## config.mk

```make
export PLATFORM = sky130hd
export DESIGN_NAME = noc_intr_pkt_decoder
export DESIGN_NICKNAME = d
export VERILOG_FILES = /design/src/rtl/noc_intr_pkt_decoder_pkg.sv /design/src/rtl/intr_desc_fifo.sv /design/src/rtl/noc_intr_pkt_decoder.sv
export SDC_FILE = /design/constraint.sdc
export NUM_CORES = 1
export LEC_CHECK = 0
export CORE_ASPECT_RATIO = 0.9
export CORE_MARGIN = 8
export CORE_UTILIZATION = 28
export DETAILED_ROUTE_END_ITERATION = 8
export HOLD_SLACK_MARGIN = 0.06
export PLACE_DENSITY_LB_ADDON = 0.25
export SLEW_MARGIN = 20
export SYNTH_ARGS = -nofsm -noshare
export SYNTH_HDL_FRONTEND = slang
export SYNTH_SLANG_ARGS = --single-unit
```

## constraint.sdc

```tcl
create_clock -name clk -period 3 [get_ports clk]
set_clock_uncertainty 0.2 [all_clocks]
set_input_delay 0.9 -clock clk [delete_from_list [all_inputs] [get_ports clk]]
set_output_delay 0.9 -clock clk [all_outputs]
set_load 0.02 [all_outputs]
```

## src/rtl/noc_intr_pkt_decoder_pkg.sv

```systemverilog
// -----------------------------------------------------------------------------
// noc_intr_pkt_decoder_pkg
//  Shared NoC header field layout, interrupt payload field offsets and the
//  decoder FSM state type. Field positions follow the on-chip NoC header
//  format: DST_X[49:42], DST_Y[41:34], LENGTH[29:22], TYPE[21:14].
// -----------------------------------------------------------------------------
package noc_intr_pkt_decoder_pkg;

    localparam int unsigned NOC_DATA_WIDTH = 64;
    localparam int unsigned NOC_X_WIDTH    = 8;
    localparam int unsigned NOC_Y_WIDTH    = 8;

    localparam int unsigned MSG_DST_X_HI   = 49;
    localparam int unsigned MSG_DST_X_LO   = 42;
    localparam int unsigned MSG_DST_Y_HI   = 41;
    localparam int unsigned MSG_DST_Y_LO   = 34;
    localparam int unsigned MSG_LENGTH_HI  = 29;
    localparam int unsigned MSG_LENGTH_LO  = 22;
    localparam int unsigned MSG_TYPE_HI    = 21;
    localparam int unsigned MSG_TYPE_LO    = 14;

    localparam int unsigned MSG_LENGTH_WIDTH = MSG_LENGTH_HI - MSG_LENGTH_LO + 1;
    localparam int unsigned MSG_TYPE_WIDTH   = MSG_TYPE_HI - MSG_TYPE_LO + 1;

    localparam logic [MSG_TYPE_WIDTH-1:0] MSG_TYPE_INTERRUPT = 8'd33;

    // Interrupt payload flit fields
    localparam int unsigned INTR_VEC_LO  = 0;
    localparam int unsigned INTR_VEC_HI  = 5;
    localparam int unsigned INTR_TYPE_LO = 16;
    localparam int unsigned INTR_TYPE_HI = 17;

    typedef enum logic [1:0] {
        ST_HDR   = 2'd0,
        ST_PAY   = 2'd1,
        ST_DRAIN = 2'd2
    } dec_state_e;

endpackage

```

## src/rtl/intr_desc_fifo.sv

```systemverilog
// -----------------------------------------------------------------------------
// intr_desc_fifo
//  Synchronous val/rdy FIFO holding decoded interrupt descriptors.
//  Ports:
//   clk, rst_n             clock, async active-low reset
//   in_val_i/in_rdy_o      push handshake (in_rdy_o = not full, registered)
//   in_data_i              pushed word
//   out_val_o/out_rdy_i    pop handshake (out_val_o = not empty)
//   out_data_o             head word
// -----------------------------------------------------------------------------
module intr_desc_fifo #(
    parameter int unsigned DEPTH = 4,
    parameter int unsigned WIDTH = 64
) (
    input  logic             clk,
    input  logic             rst_n,
    input  logic             in_val_i,
    output logic             in_rdy_o,
    input  logic [WIDTH-1:0] in_data_i,
    output logic             out_val_o,
    input  logic             out_rdy_i,
    output logic [WIDTH-1:0] out_data_o
);

    localparam int unsigned PW = (DEPTH > 1) ? $clog2(DEPTH) : 1;
    localparam int unsigned CW = $clog2(DEPTH) + 1;

    logic [WIDTH-1:0] mem_q [DEPTH];
    logic [PW-1:0]    wr_ptr_q;
    logic [PW-1:0]    rd_ptr_q;
    logic [CW-1:0]    count_q;
    logic             push;
    logic             pop;

    // Readiness depends only on the registered count: a pop in the same
    // cycle never frees a slot for a push.
    assign in_rdy_o   = (count_q != CW'(DEPTH));
    assign out_val_o  = (count_q != '0);
    assign out_data_o = mem_q[rd_ptr_q];

    assign push = in_val_i && in_rdy_o;
    assign pop  = out_val_o && out_rdy_i;

    always_ff @(posedge clk or negedge rst_n) begin
        if (!rst_n) begin
            wr_ptr_q <= '0;
            rd_ptr_q <= '0;
            count_q  <= '0;
            for (int unsigned i = 0; i < DEPTH; i++) begin
                mem_q[i] <= '0;
            end
        end else begin
            if (push) begin
                mem_q[wr_ptr_q] <= in_data_i;
                wr_ptr_q        <= wr_ptr_q + 1'b1;
            end
            if (pop) begin
                rd_ptr_q <= rd_ptr_q + 1'b1;
            end
            case ({push, pop})
                2'b10:   count_q <= count_q + 1'b1;
                2'b01:   count_q <= count_q - 1'b1;
                default: count_q <= count_q;
            endcase
        end
    end

`ifndef SYNTHESIS
    a_count_bound: assert property (@(posedge clk) disable iff (!rst_n)
        count_q <= CW'(DEPTH));
`endif

endmodule

```

## src/rtl/noc_intr_pkt_decoder.sv

```systemverilog
// -----------------------------------------------------------------------------
// noc_intr_pkt_decoder
//  Consumes the interrupt NoC flit stream. Interrupt packets addressed to
//  this tile have their first payload flit queued as a descriptor; every
//  other packet is drained by its header length and counted as a drop.
//  Ports:
//   clk, rst_n                         clock, async active-low reset
//   my_x, my_y                         this tile's coordinates
//   noc_in_val/noc_in_rdy/noc_in_data  incoming flit handshake
//   intr_val/intr_rdy                  descriptor handshake to core
//   intr_payload, intr_vec, intr_type  head descriptor and decoded fields
//   drop_cnt                           saturating discarded-packet count
// -----------------------------------------------------------------------------
module noc_intr_pkt_decoder
    import noc_intr_pkt_decoder_pkg::*;
#(
    parameter int unsigned FIFO_DEPTH = 4,
    parameter int unsigned DROP_CNT_W = 16
) (
    input  logic                      clk,
    input  logic                      rst_n,
    input  logic [NOC_X_WIDTH-1:0]    my_x,
    input  logic [NOC_Y_WIDTH-1:0]    my_y,
    input  logic                      noc_in_val,
    output logic                      noc_in_rdy,
    input  logic [NOC_DATA_WIDTH-1:0] noc_in_data,
    output logic                      intr_val,
    input  logic                      intr_rdy,
    output logic [63:0]               intr_payload,
    output logic [5:0]                intr_vec,
    output logic [1:0]                intr_type,
    output logic [DROP_CNT_W-1:0]     drop_cnt
);

    dec_state_e                  state_q, state_d;
    logic [MSG_LENGTH_WIDTH-1:0] rem_q, rem_d;
    logic                        first_q, first_d;
    logic [DROP_CNT_W-1:0]       drop_q, drop_d;

    logic                        accept;
    logic                        drop_inc;
    logic                        push;
    logic                        fifo_in_rdy;
    logic [63:0]                 fifo_head;

    logic [NOC_X_WIDTH-1:0]      hdr_x;
    logic [NOC_Y_WIDTH-1:0]      hdr_y;
    logic [MSG_LENGTH_WIDTH-1:0] hdr_len;
    logic [MSG_TYPE_WIDTH-1:0]   hdr_type;
    logic                        hdr_is_intr;
    logic                        hdr_match;

    assign hdr_x       = noc_in_data[MSG_DST_X_HI:MSG_DST_X_LO];
    assign hdr_y       = noc_in_data[MSG_DST_Y_HI:MSG_DST_Y_LO];
    assign hdr_len     = noc_in_data[MSG_LENGTH_HI:MSG_LENGTH_LO];
    assign hdr_type    = noc_in_data[MSG_TYPE_HI:MSG_TYPE_LO];
    assign hdr_is_intr = (hdr_type == MSG_TYPE_INTERRUPT);
    assign hdr_match   = hdr_is_intr && (hdr_x == my_x) && (hdr_y == my_y);

    // Only the flit that would be pushed can stall; fifo_in_rdy is derived
    // from the registered FIFO count, so intr_rdy never reaches noc_in_rdy.
    assign noc_in_rdy = !((state_q == ST_PAY) && first_q && !fifo_in_rdy);
    assign accept     = noc_in_val && noc_in_rdy;

    always_comb begin
        state_d  = state_q;
        rem_d    = rem_q;
        first_d  = first_q;
        drop_inc = 1'b0;
        push     = 1'b0;
        case (state_q)
            ST_HDR: begin
                if (accept) begin
                    if (hdr_len == '0) begin
                        // Zero-length interrupt is malformed; other empty packets are ignored.
                        drop_inc = hdr_is_intr;
                    end else if (hdr_match) begin
                        state_d = ST_PAY;
                        rem_d   = hdr_len;
                        first_d = 1'b1;
                    end else begin
                        state_d  = ST_DRAIN;
                        rem_d    = hdr_len;
                        drop_inc = 1'b1;
                    end
                end
            end
            ST_PAY: begin
                if (accept) begin
                    push    = first_q;
                    first_d = 1'b0;
                    rem_d   = rem_q - 1'b1;
                    if (rem_q == 8'd1) begin
                        state_d = ST_HDR;
                    end
                end
            end
            ST_DRAIN: begin
                if (accept) begin
                    rem_d = rem_q - 1'b1;
                    if (rem_q == 8'd1) begin
                        state_d = ST_HDR;
                    end
                end
            end
            default: state_d = ST_HDR;
        endcase

        drop_d = drop_q;
        if (drop_inc && (drop_q != '1)) begin
            drop_d = drop_q + 1'b1;
        end
    end

    always_ff @(posedge clk or negedge rst_n) begin
        if (!rst_n) begin
            state_q <= ST_HDR;
            rem_q   <= '0;
            first_q <= 1'b0;
            drop_q  <= '0;
        end else begin
            state_q <= state_d;
            rem_q   <= rem_d;
            first_q <= first_d;
            drop_q  <= drop_d;
        end
    end

    intr_desc_fifo #(
        .DEPTH (FIFO_DEPTH),
        .WIDTH (64)
    ) u_fifo (
        .clk        (clk),
        .rst_n      (rst_n),
        .in_val_i   (push),
        .in_rdy_o   (fifo_in_rdy),
        .in_data_i  (noc_in_data),
        .out_val_o  (intr_val),
        .out_rdy_i  (intr_rdy),
        .out_data_o (fifo_head)
    );

    assign intr_payload = fifo_head;
    assign intr_vec     = fifo_head[INTR_VEC_HI:INTR_VEC_LO];
    assign intr_type    = fifo_head[INTR_TYPE_HI:INTR_TYPE_LO];
    assign drop_cnt     = drop_q;

`ifndef SYNTHESIS
    a_data_known: assert property (@(posedge clk) disable iff (!rst_n)
        noc_in_val |-> !$isunknown(noc_in_data));
`endif

endmodule

```

==> metrics.csv <==
metric,value,unit
status,"finished, violations left",
failing checks,setup timing,
CP peak stage delay,0.56,ns
CTS tree,yes,
die span in y,222,um
Worst Path Max Fanout,6,
Internal,6880,uW
Netlist cell types,46,
cts bufs inserted,35,
Crit path top cell by count,buf_6,
vias in the first global route,9096,
clk_lat worst skew,0.53,ns
fmax,0.319,GHz
Initial Util,0.283,
largest net degree at the start of global routing,62,
peak supply drop,315,uV
Ports,174,
Clock Tree Buf Depth,3,
worst hold slack,0.127,ns
Detail Placement HPWL,22100,um
share of layout cells above drive strength 1,0.494,
H-tree levels,2,
Core ar.,46500,um2
Mapped Area,13200,um2
vias,8180,
CP max stage cell,mux4_2,
flop2flop setup slack,0.60,ns
number of iterations in the first detailed-routing pass,4,
Switch Pwr,2280,uW
clock slew at reported path FFs,0.06,ns
register area share after synthesis,0.551,
worst setup margin,-0.136,ns
Mapped Cells,862,
Comb pwr share,0.107,
LEAKAGE,0.00838,uW
worst-margin pin slew,0.631,ns
GRT Total Usage,0.125,
sequential share of power,0.453,
detail-routed via count per cell,4.67,
drt wl/cell,19.4,um
die width,245,um
Reg2Reg Depth,8,
Crit. End Element,primary output,
drt first-iter violations,311,
reg2reg start,state_q[1],
Syn Area/Cell,15.3,um2
Ys Warns,0,
pre-CTS setup slack,-0.524,ns
RSZ-0062 raised after global routing,yes,
first-pass GRT wire length,53900,um
root buffer cell,clkbuf_16,
drc violations,0,
Hold Buf Count CTS,0,
Max-slew headroom,0.579,
part of the power in the clock network,0.440,
Net Sw Frac,0.249,
min cycle time layout,3.14,ns
final WL,34000,um
CTS Sinks,290,
critical path class,register to primary output,
syn_nets,957,
Final period util,1.05,
PwrDens,520,nW/um2
#FFs+latches synth,290,
initial antenna violation count,0,
crit path cell chain,buf_6 > buf_16 > mux4_2 > buf_6,
num rows,75,
"commonest non-fill, non-tap cell in the layout",dfrtp_1,
die area,54300,um2
routability cong.,0.706,
final setup fails,72,
Port Buffers,173,
nets,1206,
required time of the worst setup path,1.90,ns
most frequent cells in the layout,"288 x dfrtp_1, 257 x mux2_2, 98 x clkdlybuf4s50_1",
FF-to-FF End,state_q[1],
GRT Residual Overflow,0,
WP data arrival,2.04,ns
final hold violations,0,
max-slew violation count,0,
Max Cap Viol,0,
Fin Setup TNS,-6.02,ns
Startpoint Class,register,
Layout area overhead,33.8,%
hold crit path type,primary input to async pin,
antenna-violating nets left,0,
==> state kept, by name (all words and copies together) (netlist names) <==
signal / count
u_fifo.wr_ptr_q: 2
state_q: 2
u_fifo.rd_ptr_q: 2
u_fifo.count_q: 3
first_q: 1
u_fifo.mem_q: 256
rem_q: 8
drop_cnt: 16
==> power groups by stage <==
stage               clock network (uW)  registers, uW  logic [uW]
global placement                     0           4220         973
detailed placement                   0           4220         991
finish                            4030           4150         978
CTS                               4210           4150         995
floorplan                            0           4230         461
global route                      4370           4170        1090
==> kinds of logic after synthesis <==
kind of cell	after synthesis	synth area share
fa+ha+maj	11	0.0110
simple gates	90	0.0365
xor+xnor	35	0.0233
mux	322	0.330
compound gates	48	0.0233
buf+inv	66	0.0250
flops	290	0.551
==> critical path: cells and delay by family, from the launching register on <==
family                 cells  cell delay, ns
buffers and inverters      3            0.46
DFF                        1            0.48
muxes                      1            0.56
==> cell type report <==
type / instances / area, um2
clock inverters: 7 / 40.0
fillers: 4500 / 28900
flip-flops and latches: 290 / 7260
clock buffers: 53 / 1050
diodes: 1 / 2.50
well taps: 616 / 771
multi-input cells: 506 / 5640
repair buffers: 266 / 2820
inverters: 12 / 45.0
==> per-layer routing <==
| metal | GRT usage | share of wire | vias to the layer above |
|---|---|---|---|
| li1 | - | - | 3690 |
| met1 | 0.162 | 0.45 | 4302 |
| met2 | 0.205 | 0.48 | 143 |
| met3 | 0.0303 | 0.045 | 45 |
| met4 | 0.0388 | 0.020 | 0 |
| met5 | 0 | 0 | - |
==> timing repair <==
action / in CTS / in global routing
buffers inserted: 8 / 2
gates cloned: 3 / 3
gates resized for setup: 363 / 67
setup endpoints to repair: 74 / 86
==> synth_stat cells, drive strengths merged <==
cell type,instances,area (um2)
a21o,1,7.51
o221a,2,22.5
o22a,1,8.76
a21oi,18,90.1
xor2,4,35.0
nor3,3,15.0
nor2,22,90.1
nand2,20,75.1
a21bo,1,10.0
mux2,258,2910
buf,45,250
o41ai,1,8.76
or3b,1,8.76
o21ai,13,65.1
ha,10,125
and4,3,26.3
nand4,10,62.6
dfrtp,290,7260
and3,5,31.3
nand2b,1,6.26
or2,1,6.26
or4,2,22.5
nor4b,2,17.5
fa,1,20.0
or3,1,6.26
a32o,1,10.0
o211ai,1,7.51
a41oi,1,8.76
mux4,64,1440
nor3b,3,27.5
o22ai,5,31.3
a21boi,1,7.51
o21bai,1,7.51
clkbuf,9,33.8
and2,4,25.0
nand3,12,60.1
inv,12,45.0
a31oi,1,21.3
xnor2,31,272
==> worst max path at each step <==
stage / end / start
6_report: intr_vec[2] / u_fifo.rd_ptr_q[0]
5_1_grt: intr_vec[2] / u_fifo.rd_ptr_q[0]
2_1_floorplan: intr_payload[25] / u_fifo.rd_ptr_q[0]
3_5_place_dp: drop_cnt[15] / noc_in_data[15]
4_1_cts: intr_payload[2] / u_fifo.rd_ptr_q[0]
3_3_place_gp: drop_cnt[5] / noc_in_data[15]
==> through the flow <==
stage / utilization / total power (uW) / instances / area (um2)
finish: 0.379 / 9160 / 1751 / 17600
global route: 0.379 / 9630 / 1750 / 17600
CTS: 0.373 / 9360 / 1747 / 17400
detailed placement: 0.350 / 5210 / 1676 / 16300
global placement: 0.350 / 5190 / 1676 / 16300
floorplan: - / 4690 / 862 / 13200
Power figures use the tool's default switching activity.
==> edit 1 (same flow settings) <==
The 3 states of `dec_state_e` get a one-hot encoding in 3 bits.
--- a/src/rtl/noc_intr_pkt_decoder_pkg.sv
+++ b/src/rtl/noc_intr_pkt_decoder_pkg.sv
@@ -32,6 +32,6 @@
 
-    typedef enum logic [1:0] {
-        ST_HDR   = 2'd0,
-        ST_PAY   = 2'd1,
-        ST_DRAIN = 2'd2
+    typedef enum logic [2:0] {
+        ST_HDR   = 3'b001,
+        ST_PAY   = 3'b010,
+        ST_DRAIN = 3'b100
     } dec_state_e;
Check against the original RTL: no difference found for any inputs over 4 cycles, from zero or initial values and one cycle with rst_n low; so few cycles prove little.
==> edit 1 against the original RTL <==
The run still ends with setup timing left. Sequential share of layout area is essentially flat. Largest cell class unchanged. Critical endpoint is now intr_payload[49]. Count of clock-buffer cells in the layout grew 1. Non-clock buffer count shrank 2. Synthesized area grew 2.3%. Design area grew 0.38%. Routed wire length grew 2.7%. Die area grew 2.1%. Sequential cell count grew 1. Worst setup slack lost 0.022 ns.
Power is not compared: it rests on default switching activity, and its combinational part moved more than twofold at a synthesized area within 25%.
==> edit 1: results (changes against the original RTL) <==
status: "complete, but fails checks"
violations: "setup timing"
grtUsageMet2: 0.2031  # -0.001518
drive_above_1_share: 0.3912  # -0.1027
grt_max_degree: 72  # +16%
post_cts_resized: 306  # -16%
nets: 1195  # -0.91%
yosysSeqAreaShare: 0.5404  # -0.01042
dpl-instance-area_mm2: 0.01644  # +1.0%
netlist-cell-type-count: 59  # +28%
max_stage_delay_ns: 0.53  # -0.03 ns
wl_met1_mm: 15.76  # +2.5%
grt_pass1_wl_mm: 54.93  # +2.0%
synthAdderAreaFrac: 0.008912  # -0.002104
drtPass1Iterations: 6  # +2
setup_viol: 72  # unchanged
post_cts_buffers: 3  # -5
grt_usage: 0.1281  # +0.002880
worstSetupEndpoint: "intr_payload[49]"
slew_headroom: 0.5772  # -0.001999
setup_ws_ns: -0.1580  # -0.02247 ns
wl_met3_mm: 1.854  # +22%
reg2reg_to: "u_fifo.count_q[2]"
gr-usage-met3: 0.03108  # +0.0007320
dp_slack_ns: -0.3718  # +0.1520 ns
gp_congestion: 0.7322  # +3.7%
synthXorXnorAreaFrac: 0.02404  # +0.0007770
synth_fp_nets: 943  # -1.5%
dp_hpwl_mm: 23.13  # +4.6%
routed_wl_mm: 34.93  # +2.7%
==> edit 1: changes by cell type after synthesis, moves of 5 or more <==
cell / change
a21oi_1: -9
mux2_1: +138
mux2_2: -138
nor4_1: +5
o21ai_0: -6
buf_2: -24
nor2_1: -8
xnor2_1: -21
buf_6: +25
xor2_1: +23
nor2_2: +6
nand3_1: -8
==> edit 1: cell type report <==
type,count,area [µm²]
multi-input combinational,497,5727
sequential,291,7291
timing repair buffer,264,2685
clock buffer,54,1071
fill,4629,30040
clock inverter,12,96.34
inverter,12,45.04
antenna,1,2.502
tap,624,780.7
==> edit 1: per-stage QoR <==
stage	utilization	hold WS (ns)	cells	setup TNS, ns	total power, W
floorplan	-	0.2587	850	0	0.005584
global placement	0.3445	0.2685	1677	-6.636	0.006548
detailed placement	0.3445	0.2762	1677	-6.785	0.006564
CTS	0.3651	0.1493	1747	-13.94	0.01104
global route	0.3707	0.1779	1754	-13.51	0.01153
finish	0.3708	0.1471	1755	-7.045	0.01095
==> edit 2 (same flow settings) <==
Made on the original files. Register the output `intr_vec`, without a reset; this adds one clock of latency there. The other outputs are not delayed to match.
--- a/src/rtl/noc_intr_pkt_decoder.sv
+++ b/src/rtl/noc_intr_pkt_decoder.sv
@@ -143,3 +143,5 @@
     assign intr_payload = fifo_head;
-    assign intr_vec     = fifo_head[INTR_VEC_HI:INTR_VEC_LO];
+    always_ff @(posedge clk) begin
+        intr_vec <= fifo_head[INTR_VEC_HI:INTR_VEC_LO];
+    end
     assign intr_type    = fifo_head[INTR_TYPE_HI:INTR_TYPE_LO];
Behaviour: not the same (Yosys sat finds a counterexample within 4 cycles, from zero or initial values and one cycle with rst_n low).
==> edit 2 against the original RTL <==
The flow still finishes with violations (setup timing). Synthesized area rose by 1.3%. Routed wire length grew 1.8%. Synthesized cell count grew 0.23%. Clock power increased by 7.7%. Power increased by 4.0%. Worst setup slack worse by 0.069 ns. Die area is 1.2% higher. Combinational power is 3.2% lower. First-iteration DRC count shrank 9.0%. Design area grew 1.8%. Sequential cell count is 6 higher. Largest power group is now clock.
==> edit 2: results (changes against the original RTL) <==
async_flop_share: 0.9797  # -0.02027
synth_common_cells: "dfrtp_1, mux2_2, mux4_2, xor2_1, nand2_1"
cts_buffers: 36  # +2.9%
worst_slew_pin_slew_ns: 0.5913  # -0.03986 ns
dpl-instance-area_mm2: 0.01646  # +1.1%
syn_area_per_cell_um2: 15.44  # +1.0%
p_leak_nw: 8.597  # +2.6%
grt_max_degree: 57  # -8.1%
wire_per_inst_um: 19.45  # +0.13%
grt_pass1_vias: 8998  # -1.1%
drive_above_1_share: 0.4853  # -0.008533
synthTopCellsByArea: "dfrtp_1, mux2_2, mux4_2, xor2_1, buf_4"
muxShareOfSynthArea: 0.3275  # -0.002681
grt_usage: 0.1277  # +0.002513
antennaDiodeCount: 0  # -1
grt_pass1_wl_mm: 54.81  # +1.8%
setup_ws_ns: -0.2047  # -0.06918 ns
synthXorXnorAreaFrac: 0.02429  # +0.001025
violations: "setup timing"
antenna_found_initial: 2  # +2
yosysSeqAreaShare: 0.5530  # +0.002185
nets: 1225  # +1.6%
setup_viol: 65  # -9.7%
dp_slack_ns: -0.4828  # +0.04100 ns
cpMaxStageDelayCell: "dfrtp_4"
numPlacedInstances: 1697  # +1.3%
fillers: 4468  # -0.71%
vias: 8228  # +0.59%
irDropWorstVdd_mv: 0.2689  # -15%
dp_hpwl_mm: 22.86  # +3.4%
synth-compound-area-share: 0.01895  # -0.004321
status: "complete, but fails checks"
arrival_ns: 2.10  # +0.06 ns
max_stage_delay_ns: 0.52  # -0.04 ns
[edit 2: changes by cell type after synthesis, moves of 6 or more]
cell,delta
o21ai_0,-8
a21oi_1,-8
xor2_1,+27
nand4_1,-6
dfxtp_1,+6
nor4_1,+10
nand2_1,+7
buf_2,-25
xnor2_1,-25
buf_4,+16
[edit 2: routing by layer]
| layer | part of all wire | routed length, µm | up-vias | global-route usage |
|---|---|---|---|---|
| li1 | - | - | 3740 | - |
| met1 | 0.46 | 15920 | 4290 | 0.1714 |
| met5 | 0.00064 | 22 | - | 0 |
| met2 | 0.47 | 16280 | 146 | 0.2022 |
| met3 | 0.054 | 1868 | 48 | 0.03730 |
| met4 | 0.015 | 524 | 4 | 0.02827 |
[edit 2: repair_timing]
item                       in CTS  in global routing
buffers inserted               16                  3
setup endpoints to repair      68                 66
resized for setup             381                 14
gates cloned                    3                  1
[edit 2: worst max-delay path, delay by kind of cell (launching register included)]
kind	cells	cell delay [ns]
flops	1	0.52
buf+inv	4	0.58
mux	1	0.47
[edit 2: path summary, 6_finish.rpt]
check / to / cells past startpoint / slack, ns / start
max: intr_payload[43] / 5 / -0.20 / u_fifo.rd_ptr_q[0]
min: u_fifo.mem_q[142] / 1 / 0.08 / rst_n
max reg2reg: u_fifo.count_q[2] / 9 / 0.56 / u_fifo.count_q[1]
min reg2reg: drop_cnt[15] / 1 / 0.29 / drop_cnt[15]
max in group asynchronous: u_fifo.mem_q[174] / 2 / 1.81 / rst_n
min in group clk: drop_cnt[15] / 1 / 0.29 / drop_cnt[15]
[edit 2: cells by family (layout without fill, tap and decap cells)]
logic type               Yosys count  count (layout)
AO/OA/AOI/OAI                     36              36
XOR/XNOR                          37              37
adder cells (fa/ha/maj)           11              11
buffers and inverters             57             349
flip-flops                       296             296
multiplexers                     324             324
AND/OR/NAND/NOR                  103             103
[edit 2: cell type report]
| class | instances | share of cell area |
|---|---|---|
| clock buffer | 57 | 0.06015 |
| sequential | 296 | 0.4113 |
| tap | 624 | 0.04349 |
| inverter | 11 | 0.002300 |
| multi-input combinational | 511 | 0.3164 |
| clock inverter | 7 | 0.005576 |
| timing repair buffer | 274 | 0.1608 |
[edit 2: metrics by stage]
stage	total power [W]	hold slack (ns)	TNS, ns
CTS	0.009737	0.06635	-13.94
detailed placement	0.005273	0.2878	-9.412
finish	0.009525	0.08284	-8.633
floorplan	0.004731	0.2476	0
global placement	0.005261	0.2814	-9.060
global route	0.01000	0.07811	-14.50
[edit 2: power breakdown]
group / switching (W) / internal (W) / total (W)
sequential: 0.000140 / 0.00410 / 0.00424
clock: 0.00170 / 0.00264 / 0.00434
combinational: 0.000505 / 0.000442 / 0.000947
total: 0.00235 / 0.00718 / 0.00953
